[config.mk]
export PLATFORM = sky130hd
export DESIGN_NAME = nested_loop_addr_gen
export DESIGN_NICKNAME = d
export VERILOG_FILES = /design/src/rtl/nested_loop_addr_gen.sv
export SDC_FILE = /design/constraint.sdc
export NUM_CORES = 1
export LEC_CHECK = 0
export CAP_MARGIN = 25
export CORE_MARGIN = 3
export CORE_UTILIZATION = 40
export DETAILED_ROUTE_END_ITERATION = 6
export RECOVER_POWER = 25
export SLEW_MARGIN = 10
export SYNTH_ARGS = -nofsm -noshare
export SYNTH_HDL_FRONTEND = slang
export SYNTH_SLANG_ARGS = --single-unit
export TNS_END_PERCENT = 20
[constraint.sdc]
create_clock -name clk -period 3.8 [get_ports clk]
set_input_delay 0.38 -clock clk [delete_from_list [all_inputs] [get_ports clk]]
set_output_delay 0.38 -clock clk [all_outputs]
set_load 0.005 [all_outputs]
[src/rtl/nested_loop_addr_gen.sv]
`default_nettype none
// ============================================================================
// Module      : nested_loop_addr_gen
// Description : Three-level nested loop address generator for the
//               convolution buffer read ports. Walks every (c2, c1, c0)
//               combination, with c0 innermost, and hands out one address
//               per valid/ready handshake. It also emits loop-boundary flags
//               for the PE array's downstream loop counters.
//               Addresses are built incrementally, with no multipliers:
//                 row2_base = base + c2*stride2
//                 row1_base = base + c1*stride1 + c2*stride2
//                 addr      = row1_base + c0
// Ports       : clk, rst           - clock, synchronous active-high reset
//               start              - begin a nest (sampled only when idle)
//               base_addr          - address of iteration (0,0,0)
//               lim0/lim1/lim2     - inclusive loop limits
//               stride1/stride2    - address steps for levels 1 and 2
//               busy, done         - nest in progress / end-of-nest pulse
//               out_valid/out_ready- output handshake
//               addr               - linear buffer address
//               last0/last1/last   - loop-boundary flags, aligned with addr
// Revision    : 1.0 - initial release
// ============================================================================
module nested_loop_addr_gen #(
    parameter int DATA_W = 8,
    parameter int ADDR_W = 12
) (
    input  logic              clk,
    input  logic              rst,
    input  logic              start,
    input  logic [ADDR_W-1:0] base_addr,
    input  logic [DATA_W-1:0] lim0,
    input  logic [DATA_W-1:0] lim1,
    input  logic [DATA_W-1:0] lim2,
    input  logic [ADDR_W-1:0] stride1,
    input  logic [ADDR_W-1:0] stride2,
    output logic              busy,
    output logic              done,
    output logic              out_valid,
    input  logic              out_ready,
    output logic [ADDR_W-1:0] addr,
    output logic              last0,
    output logic              last1,
    output logic              last
);

    localparam logic [0:0] S_IDLE = 1'b0;
    localparam logic [0:0] S_RUN  = 1'b1;

    logic [0:0]        r_state;
    logic [DATA_W-1:0] r_c0;
    logic [DATA_W-1:0] r_c1;
    logic [DATA_W-1:0] r_c2;
    logic [DATA_W-1:0] r_lim0;
    logic [DATA_W-1:0] r_lim1;
    logic [DATA_W-1:0] r_lim2;
    logic [ADDR_W-1:0] r_stride1;
    logic [ADDR_W-1:0] r_stride2;
    logic [ADDR_W-1:0] r_row1_base;
    logic [ADDR_W-1:0] r_row2_base;
    logic [ADDR_W-1:0] r_addr;
    logic              r_busy;
    logic              r_done;
    logic              r_out_valid;

    logic              w_hs;
    logic              w_last0;
    logic              w_last1;
    logic              w_last;
    logic [ADDR_W-1:0] w_row1_next;
    logic [ADDR_W-1:0] w_row2_next;

    // Flags are qualified with out_valid. Without that, the zeroed counters
    // and limits left after reset or at the end of a nest would show
    // spurious boundary flags while nothing is being presented.
    assign w_last0 = r_out_valid && (r_c0 == r_lim0);
    assign w_last1 = w_last0 && (r_c1 == r_lim1);
    assign w_last  = w_last1 && (r_c2 == r_lim2);
    assign w_hs    = r_out_valid && out_ready;

    // The two wrap targets. Truncation to ADDR_W gives the modulo behaviour.
    assign w_row1_next = r_row1_base + r_stride1;
    assign w_row2_next = r_row2_base + r_stride2;

    always_ff @(posedge clk) begin
        if (rst) begin
            r_state     <= S_IDLE;
            r_c0        <= '0;
            r_c1        <= '0;
            r_c2        <= '0;
            r_lim0      <= '0;
            r_lim1      <= '0;
            r_lim2      <= '0;
            r_stride1   <= '0;
            r_stride2   <= '0;
            r_row1_base <= '0;
            r_row2_base <= '0;
            r_addr      <= '0;
            r_busy      <= 1'b0;
            r_done      <= 1'b0;
            r_out_valid <= 1'b0;
        end else begin
            r_done <= 1'b0;
            case (r_state)
                S_IDLE: begin
                    if (start) begin
                        r_lim0      <= lim0;
                        r_lim1      <= lim1;
                        r_lim2      <= lim2;
                        r_stride1   <= stride1;
                        r_stride2   <= stride2;
                        r_row1_base <= base_addr;
                        r_row2_base <= base_addr;
                        r_addr      <= base_addr;
                        r_c0        <= '0;
                        r_c1        <= '0;
                        r_c2        <= '0;
                        r_busy      <= 1'b1;
                        r_out_valid <= 1'b1;
                        r_state     <= S_RUN;
                    end
                end
                S_RUN: begin
                    // Without a handshake every register holds, which keeps
                    // addr and the flags stable under backpressure.
                    if (w_hs) begin
                        if (w_last) begin
                            r_busy      <= 1'b0;
                            r_out_valid <= 1'b0;
                            r_done      <= 1'b1;
                            r_c0        <= '0;
                            r_c1        <= '0;
                            r_c2        <= '0;
                            r_state     <= S_IDLE;
                        end else if (!w_last0) begin
                            r_c0   <= r_c0 + 1'b1;
                            r_addr <= r_addr + 1'b1;
                        end else if (!w_last1) begin
                            r_c0        <= '0;
                            r_c1        <= r_c1 + 1'b1;
                            r_row1_base <= w_row1_next;
                            r_addr      <= w_row1_next;
                        end else begin
                            // Level-2 wrap: the new row-1 base restarts at
                            // the new row-2 base.
                            r_c0        <= '0;
                            r_c1        <= '0;
                            r_c2        <= r_c2 + 1'b1;
                            r_row2_base <= w_row2_next;
                            r_row1_base <= w_row2_next;
                            r_addr      <= w_row2_next;
                        end
                    end
                end
            endcase
        end
    end

    assign busy      = r_busy;
    assign done      = r_done;
    assign out_valid = r_out_valid;
    assign addr      = r_addr;
    assign last0     = w_last0;
    assign last1     = w_last1;
    assign last      = w_last;

endmodule
`default_nettype wire
After elaboration in Yosys (flattened, before gate mapping)
Index checks and enable logic that the tools add are counted.

Register bits: 111. Latch bits: 0. Memory bits (writable): 0. Bits in read-only memories: 0. Logic and storage cells: 85. Memories kept: 0.

$add $sub $neg: 6. Multiply operators: 0. Div/mod/pow operators: 0. Magnitude comparators: 0. Equal/unequal tests: 11. Shifts and indexed selects: 0. Muxes and demuxes: 39. Bitwise operators: 2. Reductions and logical operators: 13.

Operator list (number): 12-bit two-way mux (12); 8-bit two-way mux (12); 12-bit one-hot mux with 2 select lines (3); 8-bit one-hot mux with 2 select lines (3); 12-bit adder (2); 8-bit by 1-bit adder with 8-bit output, second input constant (3); 8-bit equality test (3); 12-bit by 1-bit adder with 12-bit output, second input constant (1); 3-bit AND reduction (3); 4-bit AND reduction (2); 1-bit two-way mux (7); 2-bit by 1-bit inequality test with 1-bit output, second input constant (3); 2-bit inequality test, second input constant (3); 3-bit by 2-bit inequality test with 1-bit output, second input constant (2); 5-bit AND reduction (1); 1-bit logical AND (4); 1-bit one-hot mux with 2 select lines (2); 2-bit AND reduction (2); 3-bit OR reduction (1); 1-bit NOT (2).

Logic depth before layout (Yosys ltp)
Depth in word-level cells: 8. Depth in mapped cells: 11. Gate-level depth less buffers: 11.

Worst setup path after synthesis
Ideal clock, no wire load.

Path type: reg-to-reg. Start point: reg r_stride2[0]. End point: reg r_row1_base[10]. Arrival time: 2.196 ns. Path slack: 1.472 ns. Cell stages (with the launch flop): 12. Period minus slack after synthesis: 2.328 ns. Path through: dfxtp_1 > ha_1 > inv_1 > fa_1 > nand2b_1 > a21oi_1 > nor3_1 > o41ai_1 > xnor2_1 > nand2_1 > a21oi_1 > nor3_1.

Cells in the longest elaborated chain, start to end: 6.

RTL lines: start: declaration (line 58) `logic [ADDR_W-1:0] r_stride2;`; start signal: assignment (line 111) `r_stride2 <= stride2;`; 12-bit adder (line 83) `assign w_row2_next = r_row2_base + r_stride2;`; 12-bit two-way mux (line 138) `end else if (!w_last1) begin`; 12-bit two-way mux (line 135) `end else if (!w_last0) begin`; 12-bit two-way mux (line 127) `if (w_last) begin`; 12-bit two-way mux (line 126) `if (w_hs) begin`; 12-bit one-hot mux with 2 select lines (line 104) `case (r_state)`; end signal: assignment (line 112) `r_row1_base <= base_addr;`; end signal: assignment (line 141) `r_row1_base <= w_row1_next;`; end signal: assignment (line 150) `r_row1_base <= w_row2_next;`; end: declaration (line 59) `logic [ADDR_W-1:0] r_row1_base;`.

Every way passes these cells. The select of a mux whose other input is x is not followed. A chain may end at the register's enable or synchronous reset.

Final worst setup path
Start point: reg r_c0[2]. End point: out last1.

Cells in the longest elaborated chain, start to end: 3.

RTL lines: start: declaration (line 51) `logic [DATA_W-1:0] r_c0;`; start signal: assignment (line 136) `r_c0 <= r_c0 + 1'b1;`; 8-bit equality test (line 76) `assign w_last0 = r_out_valid && (r_c0 == r_lim0);`; 1-bit logical AND (line 76); 1-bit logical AND (line 77) `assign w_last1 = w_last0 && (r_c1 == r_lim1);`; end: declaration (line 43) `output logic last1,`.

Every way passes these cells.

==> metrics.cfg <==
[outcome]
outcome=complete, no violations

[logic_synthesis]
synth_edf_count=0
synth_area_leaders=dfxtp_1, nand2_1, a21oi_1
yosys_warnings=0
postSynthAreaPerCell_um2=7.91
syn-cell-area_mm2=0.00601
synth_seq_cells=111
synth_top_cell_area_share=0.370
synth_cell_types=63
yosysTopAreaCell=dfxtp_1
syn-num-nets=852
synthCells=760
yosysSeqAreaShare=0.370
ys.flop_type=dfxtp_1
synth-async-reset-ratio=0

[critical_path]
critPathArrivalTime_ns=3.00
crit_buf_inv=4
cpMostUsedCell=inv_2
reg2reg_slack_ns=0.82
r2r-end=addr[9]$_SDFFE_PP0P_
slowest_delay_ns=0.55
worst_setup_path_end_kind=output port
critPathSlowestCell=clkdlybuf4s50_1
cp_num_cells=8
crit_chain=xor2_1, nor4_1, nand4_1, buf_4, inv_2, nand3_2, inv_2, clkdlybuf4s50_1
critical_path.startpoint=r_c0[2]$_SDFFE_PP0P_
required_ns=3.42
crit_family=buffers and inverters
start_kind=register
crit_fanout=15
critPathKind=reg -> out
regToRegStartpoint=r_c0[2]$_SDFFE_PP0P_
rr_worst_depth=11

[cts]
cts_buffer_depth=2
cts_hold_buf=0
clock-sinks=111
htree_levels=3
numCtsBuffers=9
cts_tree=built
root_buffer=clkbuf_16
worstSkewPairLatency_ns=0.36
post_cts_buffers=0
cts_resized=0
clk_pin_slew_worst_paths_ns=0.08

[sta]
final_max_slew_viol_count=0
finalSetupTns_ns=0
timing.fmax_mhz=296
worst_pin_slew_ns=0.762
hold_viol=0
clock_skew_ns=0.00915
grt_setup_unrepaired=no
post-route-min-period_ns=3.38
max_slew_margin=0.492
whs_ns=0.402
setup_viol=0
fin_crit_sh=0.890

[pwr]
ir_drop_mv=0.231
power.leakage_nw=2.92
p_per_area_mw_per_mm2=398

[routing]
drt-initial-drc-count=291
viasPerCell=5.44
drc=0
wirelength_mm=16.9
vias=5493
dr.pass1.iters=5
wl_per_cell_um=16.7
antenna_left=0

[min_path]
hp-class=in -> reg
hold_end=r_state$_SDFF_PP0_
hold_depth=3
holdCritStartpoint=rst

[place]
dp_hpwl_mm=12.5
gp_congestion=0.906
port_buffers=81
dp.cells=993

[floorplan]
io-pin-count=82
initial_core_util=0.411
die_w_um=129
rows=44
die_h_um=129
die_area_mm2=0.0165
core_mm2=0.0146

[grt]
grt_pass1_wl_mm=27.4
grt-ovfl-total=0
grt_pass1_vias=5296
grt_usage=0.206
antenna_found_initial=0
grt_max_degree=53

[finish]
syn2layout_area_growth_pct=21.2
drive_gt1_frac=0.0545
stdcell_count=1010
layout_commonest_cell=nand2_1
layout.nets=913
antenna_cells=0
layout_common_cells=nand2_1, dfxtp_1, a21oi_1

[job]
maxCapViolations=0

==> flip-flops by register name, summed over array words and instances, names as in the netlist <==
name and cells:
addr 12, done 1, out_valid 1, r_c0 8, r_c1 8, r_c2 8, r_lim0 8, r_lim1 8
r_lim2 8, r_row1_base 12, r_row2_base 12, r_state 1, r_stride1 12, r_stride2 12
==> stage by stage <==
| step | utilization | setup WS, ns | cell area (um2) | total power, mW |
|---|---|---|---|---|
| 4_1_cts | 0.498 | 0.436 | 7290 | 2.94 |
| 2_1_floorplan | - | 1.47 | 6010 | 1.65 |
| 6_report | 0.498 | 0.419 | 7290 | 2.90 |
| 3_5_place_dp | 0.475 | 0.692 | 6960 | 1.87 |
| 5_1_grt | 0.498 | 0.238 | 7290 | 3.04 |
| 3_3_place_gp | 0.475 | 0.839 | 6960 | 1.86 |
==> power by group <==
| part | total, mW | internal (mW) | switching (mW) | leakage [nW] |
|---|---|---|---|---|
| clock | 1.06 | 0.605 | 0.454 | 0.162 |
| combinational | 0.558 | 0.248 | 0.310 | 1.85 |
| sequential | 1.29 | 1.23 | 0.0594 | 0.908 |
| total | 2.90 | 2.08 | 0.823 | 2.92 |
==> layout make-up <==
class | count | area (um2)
well taps | 184 | 230
multi-input cells | 592 | 3570
repair buffers | 91 | 877
clock buffers | 11 | 243
inverters | 16 | 60.1
flip-flops and latches | 111 | 2220
clock inverters | 5 | 88.8
fillers | 1414 | 7350
==> cells in the mapped netlist (all sizes together) (3+ instances only) <==
library cell,number
nand2,140
inv,16
nor2b,6
nor4,9
clkbuf,32
a21oi,89
xnor2,21
o21ai,15
or3,3
o21a,7
a2111oi,3
mux2i,8
xor2,41
nand4,18
ha,26
o22ai,11
buf,9
and3,3
nor2,70
mux2,4
a211oi,15
dfxtp,111
a21o,7
o211ai,4
nand3,24
a31oi,5
nor3,23
nand2b,7
==> worst max path at each step <==
stage	to	slack [ns]
finish	last1	0.42
global route	last1	0.24
CTS	last1	0.44
detailed placement	addr[11]$_SDFFE_PP0P_	0.69
global placement	r_row1_base[2]$_SDFFE_PP0P_	0.84
floorplan	r_row1_base[10]$_SDFFE_PP0P_	1.47
==> worst register-to-register path, delay by kind of cell, from the launching register on <==
| kind | cells | cell delay, ns |
|---|---|---|
| AOI/OAI and AO/OA | 2 | 0.43 |
| xor gates and xnor gates | 1 | 0.16 |
| buffers and inverters | 3 | 0.79 |
| DFF | 1 | 0.36 |
| and+or+nand+nor | 5 | 1.13 |
==> routing by layer <==
metal | part of all wire | track usage | wire [um]
met5 | 0 | 0 | 0
met1 | 0.47 | 0.287 | 7990
met3 | 0.048 | 0.0399 | 802
met4 | 0.013 | 0.0439 | 214
met2 | 0.47 | 0.334 | 7850
==> cell families (layout without fill, tap and decap cells) <==
group | after synthesis | after routing | synth area share
fa+ha+maj | 28 | 28 | 0.0608
mux | 12 | 12 | 0.0208
xor+xnor | 63 | 63 | 0.0940
compound gates | 179 | 179 | 0.186
buf+inv | 57 | 123 | 0.0381
simple gates | 310 | 310 | 0.231
flops | 111 | 111 | 0.370
Note: power is estimated with default switching activity, not from simulation.
